<file path="config.mk">
export PLATFORM = sky130hd
export DESIGN_NAME = switch_debouncer
export DESIGN_NICKNAME = d
export VERILOG_FILES = /design/src/rtl/switch_debouncer.sv
export SDC_FILE = /design/constraint.sdc
export NUM_CORES = 1
export LEC_CHECK = 0
export BUFFER_PORTS_ARGS = -buffer_cell sky130_fd_sc_hd__buf_2
export CAP_MARGIN = 20
export CORE_ASPECT_RATIO = 1.2
export CORE_MARGIN = 2
export CORE_UTILIZATION = 55
export DETAILED_ROUTE_END_ITERATION = 10
export PLACE_DENSITY = 0.73
export SLEW_MARGIN = 20
export SYNTH_ARGS = -nofsm -noshare
export SYNTH_HDL_FRONTEND = slang
export SYNTH_SLANG_ARGS = --single-unit
</file>
<file path="constraint.sdc">
create_clock -name clk -period 2.02 [get_ports clk]
set_input_delay 0.101 -clock clk [delete_from_list [all_inputs] [get_ports clk]]
set_output_delay 0.101 -clock clk [all_outputs]
set_load 0.05 [all_outputs]
</file>
<file path="src/rtl/switch_debouncer.sv">
// Two-flop synchronizer plus per-bit stability counter for DIP-switch inputs.
// Publishes a clean level with single-cycle rise/fall/changed strobes.
module switch_debouncer #(
  parameter int WIDTH           = 4,
  parameter int DEBOUNCE_CYCLES = 240000
) (
  input  logic             clk,
  input  logic             reset,
  input  logic [WIDTH-1:0] sw_raw,
  output logic [WIDTH-1:0] s,
  output logic [WIDTH-1:0] rise,
  output logic [WIDTH-1:0] fall,
  output logic             changed
);

  localparam int                CNT_W   = $clog2(DEBOUNCE_CYCLES + 1);
  localparam logic [CNT_W-1:0]  CNT_MAX = CNT_W'(DEBOUNCE_CYCLES - 1);
  localparam logic [CNT_W-1:0]  CNT_ONE = CNT_W'(1);

  logic [WIDTH-1:0] sync1_q;
  logic [WIDTH-1:0] sync2_q;
  logic [WIDTH-1:0] s_q,    s_d;
  logic [WIDTH-1:0] rise_q, rise_d;
  logic [WIDTH-1:0] fall_q, fall_d;
  logic             changed_q, changed_d;
  logic [CNT_W-1:0] cnt_q [WIDTH];
  logic [CNT_W-1:0] cnt_d [WIDTH];

  // A mismatch must persist for DEBOUNCE_CYCLES consecutive cycles before the
  // level flips; any matching cycle restarts the count from zero.
  always_comb begin
    s_d    = s_q;
    rise_d = '0;
    fall_d = '0;
    for (int i = 0; i < WIDTH; i++) begin
      cnt_d[i] = '0;
      if (sync2_q[i] == s_q[i]) begin
        cnt_d[i] = '0;
      end else if (cnt_q[i] == CNT_MAX) begin
        s_d[i]    = sync2_q[i];
        rise_d[i] = sync2_q[i];
        fall_d[i] = ~sync2_q[i];
        cnt_d[i]  = '0;
      end else begin
        cnt_d[i] = cnt_q[i] + CNT_ONE;
      end
    end
    changed_d = |(rise_d | fall_d);
  end

  always_ff @(posedge clk) begin
    if (reset) begin
      sync1_q   <= '0;
      sync2_q   <= '0;
      s_q       <= '0;
      rise_q    <= '0;
      fall_q    <= '0;
      changed_q <= 1'b0;
      for (int i = 0; i < WIDTH; i++) begin
        cnt_q[i] <= '0;
      end
    end else begin
      sync1_q   <= sw_raw;
      sync2_q   <= sync1_q;
      s_q       <= s_d;
      rise_q    <= rise_d;
      fall_q    <= fall_d;
      changed_q <= changed_d;
      for (int i = 0; i < WIDTH; i++) begin
        cnt_q[i] <= cnt_d[i];
      end
    end
  end

  assign s       = s_q;
  assign rise    = rise_q;
  assign fall    = fall_q;
  assign changed = changed_q;

endmodule
</file>
# Word-level counts from Yosys, hierarchy flattened
# Memories as Yosys holds them, arrays and structs flattened.
# Index checks and enable logic that the tools add are counted.
[totals]
reg_bits = 21
latchBits = 0
ramBits = 72
romBits = 0
in_bits = 6
output_inout_bits = 13
elab_cells = 71
memories = 1
[mem_list]
columns = ["name", "words", "width", "rd", "rd_clocked_by_memory_dff", "write_ports", "line_no", "source"]
rows = [
  ["cnt_q", 4, 18, 4, 0, 4, "26", "logic [CNT_W-1:0] cnt_q [WIDTH];"],
]
[op_classes]
addsub = 4
n_mul = 0
div = 0
order_cmp = 0
eq_ne = 8
n_shift = 0
muxes = 31
bitwise = 13
n_reduce_logical = 5
[op_table]
columns = ["op", "count"]
rows = [
  ["2-to-1 mux 18 bit", 12],
  ["adder 18 x 1 -> 18 bit (second input constant)", 4],
  ["equality test 18 bit (second input constant)", 4],
  ["2-to-1 mux 1 bit", 19],
  ["inverter 1 bit", 8],
  ["AND reduction 2 bit", 4],
  ["equality test 1 bit", 4],
  ["bitwise OR 1 bit", 4],
  ["bitwise OR 4 bit", 1],
  ["OR reduction 4 bit", 1],
]

# Logic depth before layout (Yosys ltp)
# Gate-level depths: netlist of run 1.
[depth]
depth_word = 5
ltp_mapped = 8
mapped_depth_nobuf = 6

# Least setup slack after synthesis of run 1
# Ideal clock, no wire load.
[synth_timing]
kind = "reg-to-reg"
start = "memory cnt_q[3][0] in the netlist's numbering"
end = "register changed_q, in the netlist changed"
t_arrival_ns = 1.639
setup_slack_ns = 0.299
stages_incl_launch_ff = 7
n_path_buf = 0
path_cell_list = "dfxtp_1 ha_1 nand3_2 or2_1 or3_4 o22a_1 o221ai_2"
[synth_lines]
columns = ["element", "line_no", "source"]
rows = [
  ["from (decl)", "26", ""],
  ["to (signal assigned)", "68", "changed_q <= changed_d;"],
  ["to (decl)", "25", "logic changed_q, changed_d;"],
]

==> results.sh, run 1 <==
export IMPL_status="finished clean"
export IMPL_met2_usage=0.302
export IMPL_cts_made_buffers=9
export IMPL_grt_pass1_wl_um=10300
export IMPL_grt_max_degree=25
export IMPL_p_total_w=0.00328
export IMPL_start_util=0.573
export IMPL_hold_viol_final=0
export IMPL_nFillCells=543
export IMPL_crit_arrival_ns=2.09
export IMPL_grt_usage=0.174
export IMPL_grt_pass1_vias=2472
export IMPL_use_met3=0.0258
export IMPL_drtPass1Iterations=4
export IMPL_path_cells="ha_1 -> nand3_2 -> or2_1 -> or3_4 -> o22a_1 -> o221ai_2"
export IMPL_die_area_um2=7480
export IMPL_vdd_ir_drop_max_uv=684
export IMPL_setup_viol=0
export IMPL_via_count=2649
export IMPL_worstMarginPinSlew_ns=0.490
export IMPL_wl_per_cell_um=11.5
export IMPL_synth_seq_cells=93
export IMPL_mappedNetlistArea_um2=3740
export IMPL_h_tree_depth=3
export IMPL_worstSetupPathType="reg2reg"
export IMPL_worstSetupStartpointType="flop"
export IMPL_die_x_um=79.3
export IMPL_cp_max_fo=5
export IMPL_cts_tree="done"
export IMPL_p_leak_nw=1.45
export IMPL_period_share=0.900
export IMPL_crit_cells=6
export IMPL_synth_warnings=0
export IMPL_fin_setup_tns_ns=0
export IMPL_first_iter_violations=76
export IMPL_remaining_drc_errors=0
export IMPL_critPathSlowestCell="or3_4"
export IMPL_synth_area_leaders="dfxtp_1, nor2_1, xnor2_1"
export IMPL_routed_wl_um=6110
export IMPL_port_buffers=18
export IMPL_die_h_um=94.3
export IMPL_place_inst=509
export IMPL_worstSkewPairLatency_ns=0.35
export IMPL_place_gp_congestion=0.789
export IMPL_fmax_mhz=550
export IMPL_cts_clk_slew_worst_paths_ns=0.10
export IMPL_antenna_found_initial=0
export IMPL_grt_busiest_layer="met2"
export IMPL_stdcell_count=529
export IMPL_ys_types=33
export IMPL_viasPerCell=5.01
export IMPL_worstSetupEndpointType="flop"
export IMPL_rsz0062_at_grt="false"
export IMPL_hold_path_class="in2reg"
export IMPL_crit_buf_inv=0
export IMPL_r2r_cells=6
export IMPL_fin_nets=449
export IMPL_antenna_left=0
export IMPL_use_met1=0.206
export IMPL_holdPathStages=2
export IMPL_synth_largest_area_cell="dfxtp_1"
export IMPL_final_max_slew_viol_count=0
export IMPL_root_buffer="clkbuf_8"
export IMPL_powerDensity_nw_per_um2=776
export IMPL_syn_num_nets=415
export IMPL_period_needed_ns=1.82
export IMPL_required_ns=2.30
export IMPL_final_layout_size_suffix_gt1_frac=0.110
export IMPL_synth_top_area_frac=0.498
export IMPL_dp_hpwl_um=4170
export IMPL_path_delay_family="simple AND/OR/NAND/NOR gates"
export IMPL_syn_inst=405
export IMPL_maxCapViolations=0
export IMPL_seq_area_frac_synth=0.498
export IMPL_area_delta_synth_final_pct=13.1
export IMPL_clock_sinks=93
export IMPL_clock_skew_ns=0.0113
export IMPL_pin_count=19
export IMPL_max_stage_delay_ns=0.40
export IMPL_diodes=0
export IMPL_grt_remaining_overflow=0
export IMPL_cts_max_path_buffers=2
export IMPL_syn_area_per_cell_um2=9.24
export IMPL_relSlewSlack=0.671
export IMPL_holdWs_ns=0.170
export IMPL_num_rows=32
export IMPL_fp_coreArea_um2=6530
==> area by class of cell <==
cell class                      count  area (µm²)  share of cell area
Tap cell                           85         106              0.0251
Inverter                            8        30.0             0.00710
Clock buffer                       10         138              0.0325
Multi-Input combinational cell    296        1790               0.423
Timing Repair Buffer               31         210              0.0497
Sequential cell                    93        1860               0.440
Clock inverter                      6        95.1              0.0225
==> where the power goes <==
part | internal [W] | leakage [nW] | switching [W]
clock | 0.000742 | 0.117 | 0.000645
sequential | 0.00184 | 0.751 | 0.00000725
combinational | 0.0000210 | 0.582 | 0.0000259
total | 0.00260 | 1.45 | 0.000678
==> final timing paths <==
kind	from	endpoint	slack [ns]
min	reset	s[2]$_SDFFE_PP0P_	0.17
min reg2reg	sync1_q[3]$_SDFF_PP0_	sync2_q[3]$_SDFF_PP0_	0.44
max	cnt_q[3][0]$_SDFF_PP0_	changed$_SDFF_PP0_	0.20
max reg2reg	cnt_q[3][0]$_SDFF_PP0_	changed$_SDFF_PP0_	0.20
==> routing by layer <==
metal,routed length (µm),up-vias
met3,128,12
met4,133,0
met2,2850,27
met5,0,-
met1,2990,1199
li1,-,1411
==> synthesized netlist by cell type <==
master	number
dfxtp_1	93
nor2_1	93
xnor2_1	35
xor2_1	32
nand3_1	27
nand2_1	25
nand4_1	14
nor3_1	13
and3_1	8
inv_1	8
nor2b_1	8
nor4b_1	6
and4_1	5
ha_1	4
mux2i_1	4
nand2b_1	4
buf_4	3
nor3b_1	3
nor4_1	3
and2_1	2
buf_2	2
buf_6	2
a21oi_1	1
and4bb_2	1
clkbuf_1	1
nand3_2	1
nand4_4	1
nor2_4	1
o221ai_2	1
o22a_1	1
or2_1	1
or3_1	1
or3_4	1
==> placed cells by master, fill, tap and decap left out, types with 4 or more instances in the layout <==
cell type,count
and3_1,8
and4_1,5
buf_2,18
buf_4,8
clkbuf_8,10
dfxtp_1,93
dlygate4sd3_1,4
ha_1,4
inv_1,8
mux2i_1,4
nand2_1,25
nand2b_1,4
nand3_1,27
nand4_1,14
nor2_1,93
nor2b_1,8
nor3_1,13
nor4b_1,6
xnor2_1,35
xor2_1,32
==> through the flow <==
step / utilization / area (µm²) / setup WS, ns
floorplan: - / 3740 / 0.299
global placement: 0.607 / 3960 / 0.251
detailed placement: 0.607 / 3960 / 0.213
CTS: 0.648 / 4230 / 0.189
global route: 0.648 / 4230 / 0.104
finish: 0.648 / 4230 / 0.203
==> timing repair <==
action	4_1_cts	5_1_grt
hold buffers	4	0
buffers inserted	0	0
endpoints found under the setup margin	0	0
hold endpoints to repair	4	0
gates resized for setup	0	0
==> registers in the layout (all words and copies together) (netlist names) <==
signal	count
sync1_q	4
changed	1
fall	4
sync2_q	4
cnt_q	72
s	4
rise	4
==> cells by family (layout without fill, tap and decap cells) <==
family                   count (synthesis)  after routing  share of synthesized area
multiplexers                             4              4                     0.0107
AND/OR/NAND/NOR                        218            218                      0.290
adder cells (fa/ha/maj)                  4              4                     0.0134
XOR/XNOR                                67             67                      0.157
flip-flops                              93             93                      0.498
AO/OA/AOI/OAI                            3              3                    0.00769
buffers and inverters                   16             55                     0.0237
No activity file was read; power rests on OpenSTA's default activity.
==> run 2: changes to the inputs <==
clock period = 2.12 ns   (was 2.02 ns; I/O delays follow)
==> run 2 against run 1 <==
Net effect:
- sequential share of layout area rose by 0.96 points
- worst hold slack lost 0.0026 ns
- routed wire length decreased by 1.5%
- worst setup slack gained 0.12 ns
- cell count decreased by 0.57%
- critical endpoint is now cnt_q[3][5]$_SDFF_PP0_
- global-route usage rose by 0.44 points
- critical path depth up 1
- first-iteration DRC count rose by 1.3%
- clock power shrank 24%
==> results.sh, run 2 (same netlist as run 1, synthesis figures left out) <==
export IMPL_diodes=0
export IMPL_hold_viol_final=0
export IMPL_cts_made_buffers=9
export IMPL_cp_max_fo=18
export IMPL_final_max_slew_viol_count=0
export IMPL_start_util=0.573
export IMPL_first_iter_violations=77
export IMPL_cts_tree="done"
export IMPL_holdWs_ns=0.167
export IMPL_final_layout_size_suffix_gt1_frac=0.102
export IMPL_root_buffer="clkbuf_8"
export IMPL_grt_pass1_wl_um=10500
export IMPL_worstMarginPinSlew_ns=0.675
export IMPL_required_ns=2.35
export IMPL_period_needed_ns=1.80
export IMPL_grt_max_degree=25
export IMPL_worstSkewPairLatency_ns=0.35
export IMPL_status="finished clean"
export IMPL_area_delta_synth_final_pct=10.7
export IMPL_viasPerCell=5.10
export IMPL_antenna_left=0
export IMPL_final_cell_mix="nor2_1, dfxtp_1, xnor2_1, xor2_1, nand3_1"
export IMPL_critPathSlowestCell="dfxtp_1"
export IMPL_regMostFlops="cnt_q"
export IMPL_die_area_um2=7480
export IMPL_grt_usage=0.179
export IMPL_p_leak_nw=1.39
export IMPL_die_h_um=94.3
export IMPL_worstSetupStartpointType="flop"
export IMPL_fmax_mhz=556
export IMPL_cts_max_path_buffers=2
export IMPL_wl_per_cell_um=11.4
export IMPL_max_stage_delay_ns=0.37
export IMPL_period_share=0.849
export IMPL_fin_nets=446
export IMPL_rsz0062_at_grt="false"
export IMPL_fp_coreArea_um2=6530
export IMPL_clock_sinks=93
export IMPL_path_delay_family="simple AND/OR/NAND/NOR gates"
export IMPL_largest_reg_flops=72
export IMPL_cts_clk_slew_worst_paths_ns=0.09
export IMPL_pin_count=19
export IMPL_grt_remaining_overflow=0
export IMPL_setup_viol=0
export IMPL_grt_pass1_vias=2464
export IMPL_cts_resized=0
export IMPL_h_tree_depth=3
export IMPL_path_cells="ha_1 -> nand3_2 -> or2_1 -> nor3_1 -> or3_1 -> buf_4 -> nor2_1"
export IMPL_worstSetupEndpointType="flop"
export IMPL_routed_wl_um=6020
export IMPL_remaining_drc_errors=0
export IMPL_vdd_ir_drop_max_uv=530
export IMPL_powerDensity_nw_per_um2=688
export IMPL_crit_buf_inv=1
export IMPL_clock_skew_ns=0.0161
export IMPL_r2r_slack_ns=0.32
export IMPL_relSlewSlack=0.547
export IMPL_crit_arrival_ns=2.03
export IMPL_die_x_um=79.3
export IMPL_worstSetupPathType="reg2reg"
export IMPL_via_count=2685
export IMPL_maxCapViolations=0
export IMPL_num_rows=32
export IMPL_place_gp_congestion=0.790
export IMPL_fin_setup_tns_ns=0
export IMPL_drtPass1Iterations=6
export IMPL_dp_hpwl_um=4250
export IMPL_antenna_found_initial=0
export IMPL_port_buffers=18
export IMPL_hold_path_class="in2reg"
run 2: changes by cell type in the layout (fill, tap and decap cells not counted), sizes merged:
cell,before,now
buf,27,24
bufinv,2,0
clkbuf,10,11
clkinv,3,2
clkinvlp,0,3
inv,9,8
run 2: metrics by stage:
step                      cell area [µm²]  utilization  std cells  setup slack, ns  power (W)
after floorplan                      3740            -        405            0.399    0.00183
after global placement               3920        0.601        506            0.350    0.00184
after detailed placement             3920        0.601        506            0.297    0.00184
after CTS                            4140        0.635        526            0.292    0.00288
after global routing                 4140        0.635        526            0.121    0.00296
final                                4140        0.635        526            0.321    0.00285
run 2: per-layer routing:
| layer | share of wire | GRT usage | vias up |
|---|---|---|---|
| li1 | - | - | 1408 |
| met1 | 0.49 | 0.217 | 1236 |
| met2 | 0.47 | 0.299 | 32 |
| met3 | 0.029 | 0.0488 | 9 |
| met4 | 0.019 | 0.0747 | 0 |
| met5 | 0 | 0 | - |
run 2: final timing paths:
check,cells after the start,startpoint,endpoint
setup reg to reg,7,cnt_q[3][0]$_SDFF_PP0_,cnt_q[3][5]$_SDFF_PP0_
hold / removal,2,reset,s[0]$_SDFFE_PP0P_
setup / recovery,7,cnt_q[3][0]$_SDFF_PP0_,cnt_q[3][5]$_SDFF_PP0_
hold reg to reg,1,sync1_q[3]$_SDFF_PP0_,sync2_q[3]$_SDFF_PP0_
run 2: layout make-up:
| class | count | area, µm² |
|---|---|---|
| multi-input cells | 296 | 1790 |
| inverters | 8 | 30.0 |
| repair buffers | 28 | 175 |
| clock inverters | 5 | 36.3 |
| fillers | 563 | 2380 |
| clock buffers | 11 | 141 |
| well taps | 85 | 106 |
| flip-flops and latches | 93 | 1860 |
run 2: what timing repair did:
action,in CTS,in global routing
endpoints found under the hold margin,4,0
hold buffers,4,0
buffers inserted,0,0
run 2: power by group:
part	switching (W)	total (W)	leakage [nW]	internal [W]
clock network	0.000589	0.00105	0.0815	0.000458
logic	0.0000233	0.0000414	0.561	0.0000181
registers	0.00000625	0.00176	0.751	0.00175
total	0.000618	0.00285	1.39	0.00223
==> run 3: changes to the inputs <==
clock period = 1.71 ns   (was 2.12 ns; I/O delays follow)
==> run 3 against run 2 <==
Net effect:
- via count grew 4.0%
- first-iteration DRC count down 22%
- design area rose by 5.1%
- routed wire length increased by 8.0%
- die area unchanged
- clock-buffer cell count down 1
- critical path type unchanged
- critical endpoint is now changed$_SDFF_PP0_
- highest routed layer unchanged
==> results.sh, run 3 (same netlist as run 1, synthesis figures left out) <==
export IMPL_path_delay_family="simple AND/OR/NAND/NOR gates"
export IMPL_cp_max_fo=3
export IMPL_drtPass1Iterations=6
export IMPL_grt_pass1_wl_um=11100
export IMPL_final_common_cell="nor2_1"
export IMPL_fp_coreArea_um2=6530
export IMPL_required_ns=1.99
export IMPL_die_h_um=94.3
export IMPL_grt_pass1_vias=2644
export IMPL_wl_per_cell_um=12.0
export IMPL_critPathSlowestCell="or3_4"
export IMPL_port_buffers=18
export IMPL_h_tree_depth=3
export IMPL_grt_usage=0.187
export IMPL_crit_buf_inv=0
export IMPL_dp_hpwl_um=4540
export IMPL_final_layout_size_suffix_gt1_frac=0.162
export IMPL_via_count=2792
export IMPL_antenna_left=0
export IMPL_max_stage_delay_ns=0.39
export IMPL_clock_skew_ns=0.0112
export IMPL_vdd_ir_drop_max_uv=581
export IMPL_worstSetupStartpointType="flop"
export IMPL_hold_path_class="in2reg"
export IMPL_remaining_drc_errors=0
export IMPL_first_iter_violations=60
export IMPL_p_leak_nw=1.50
export IMPL_cts_max_path_buffers=2
export IMPL_die_x_um=79.3
export IMPL_period_needed_ns=1.64
export IMPL_fin_nets=462
export IMPL_powerDensity_nw_per_um2=849
export IMPL_largest_reg_flops=72
export IMPL_grt_max_degree=25
export IMPL_final_cell_mix="nor2_1, dfxtp_1, xnor2_1, xor2_1"
export IMPL_worstSkewPairLatency_ns=0.35
export IMPL_die_area_um2=7480
export IMPL_viasPerCell=5.15
export IMPL_root_buffer="clkbuf_8"
export IMPL_crit_arrival_ns=1.91
export IMPL_routed_wl_um=6500
export IMPL_worstSetupPathType="reg2reg"
export IMPL_period_share=0.958
export IMPL_cts_tree="done"
export IMPL_diodes=0
export IMPL_setup_viol=0
export IMPL_hold_viol_final=0
export IMPL_relSlewSlack=0.713
export IMPL_start_util=0.573
export IMPL_p_total_w=0.00369
export IMPL_antenna_found_initial=0
export IMPL_pin_count=19
export IMPL_maxCapViolations=0
export IMPL_worstMarginPinSlew_ns=0.430
export IMPL_regMostFlops="cnt_q"
export IMPL_fmax_mhz=611
export IMPL_final_util=0.667
export IMPL_cts_made_buffers=9
export IMPL_cts_clk_slew_worst_paths_ns=0.08
export IMPL_area_delta_synth_final_pct=16.4
export IMPL_grt_remaining_overflow=0
export IMPL_worstSetupEndpointType="flop"
export IMPL_post_cts_buffers=0
export IMPL_clock_sinks=93
export IMPL_place_gp_congestion=0.817
export IMPL_num_rows=32
export IMPL_path_cells="ha_4 -> nand3_2 -> or2_1 -> or3_4 -> o22a_1 -> o221ai_2"
export IMPL_final_max_slew_viol_count=0
export IMPL_status="finished clean"
==> run 3: cell types whose count changed in the layout (fill, tap and decap cells not counted), moves of 3 or more <==
cell,previous run,this run
nor3_1,13,10
buf_4,6,21
nor3_2,0,3
clkinvlp_4,3,0
==> run 3: stage by stage <==
stage / area [µm²] / cells / TNS (ns) / hold WS (ns) / setup WS, ns
global route: 4350 / 542 / -0.00683 / 0.180 / -0.00683
global placement: 4060 / 522 / 0 / 0.297 / 0.0547
floorplan: 3740 / 405 / 0 / 0.214 / 0.0135
detailed placement: 4060 / 522 / 0 / 0.306 / 0.0127
CTS: 4300 / 542 / 0 / 0.137 / 0.0149
finish: 4350 / 542 / 0 / 0.148 / 0.0721
==> run 3: where the power goes <==
part	total (W)	internal (W)	switching, W	leakage, nW
clock	0.00145	0.000713	0.000738	0.106
combinational	0.0000601	0.0000281	0.0000320	0.646
sequential	0.00218	0.00218	0.00000748	0.752
total	0.00369	0.00292	0.000778	1.50
==> run 3: worst reg2reg max path, stage by stage, from the launching register on <==
cell      delay [ns]
dfxtp_2         0.36
ha_4            0.15
nand3_2         0.07
or2_1           0.24
or3_4           0.39
o22a_1          0.21
o221ai_2        0.14
==> run 3: worst paths after layout <==
path | start | to | slack (ns) | depth (start not counted)
worst min register to register | sync1_q[2]$_SDFF_PP0_ | sync2_q[2]$_SDFF_PP0_ | 0.44 | 1
worst max register to register | cnt_q[3][1]$_SDFF_PP0_ | changed$_SDFF_PP0_ | 0.07 | 6
worst min-delay path | reset | s[2]$_SDFFE_PP0P_ | 0.15 | 2
worst max-delay path | cnt_q[3][1]$_SDFF_PP0_ | changed$_SDFF_PP0_ | 0.07 | 6
==> run 3: repair_timing <==
| item | in CTS | in global routing |
|---|---|---|
| hold endpoints to repair | 4 | 0 |
| pin swaps | 0 | 3 |
| resized for setup | 1 | 10 |
| gates cloned | 0 | 0 |
| endpoints found under the setup margin | 1 | 53 |
| hold buffers | 4 | 0 |
==> run 3: layer usage <==
layer | vias up | wire [µm] | GRT usage
li1 | 1435 | - | -
met3 | 15 | 157 | 0.0296
met5 | - | 0 | 0
met2 | 43 | 3100 | 0.320
met1 | 1299 | 3080 | 0.222
met4 | 0 | 164 | 0.106
==> run 3: layout make-up <==
class	count	area, µm²
Timing Repair Buffer	44	308
Inverter	8	30.0
Tap cell	85	106
Sequential cell	93	1860
Fill cell	554	2170
Clock buffer	10	138
Clock inverter	6	62.6
Multi-Input combinational cell	296	1840
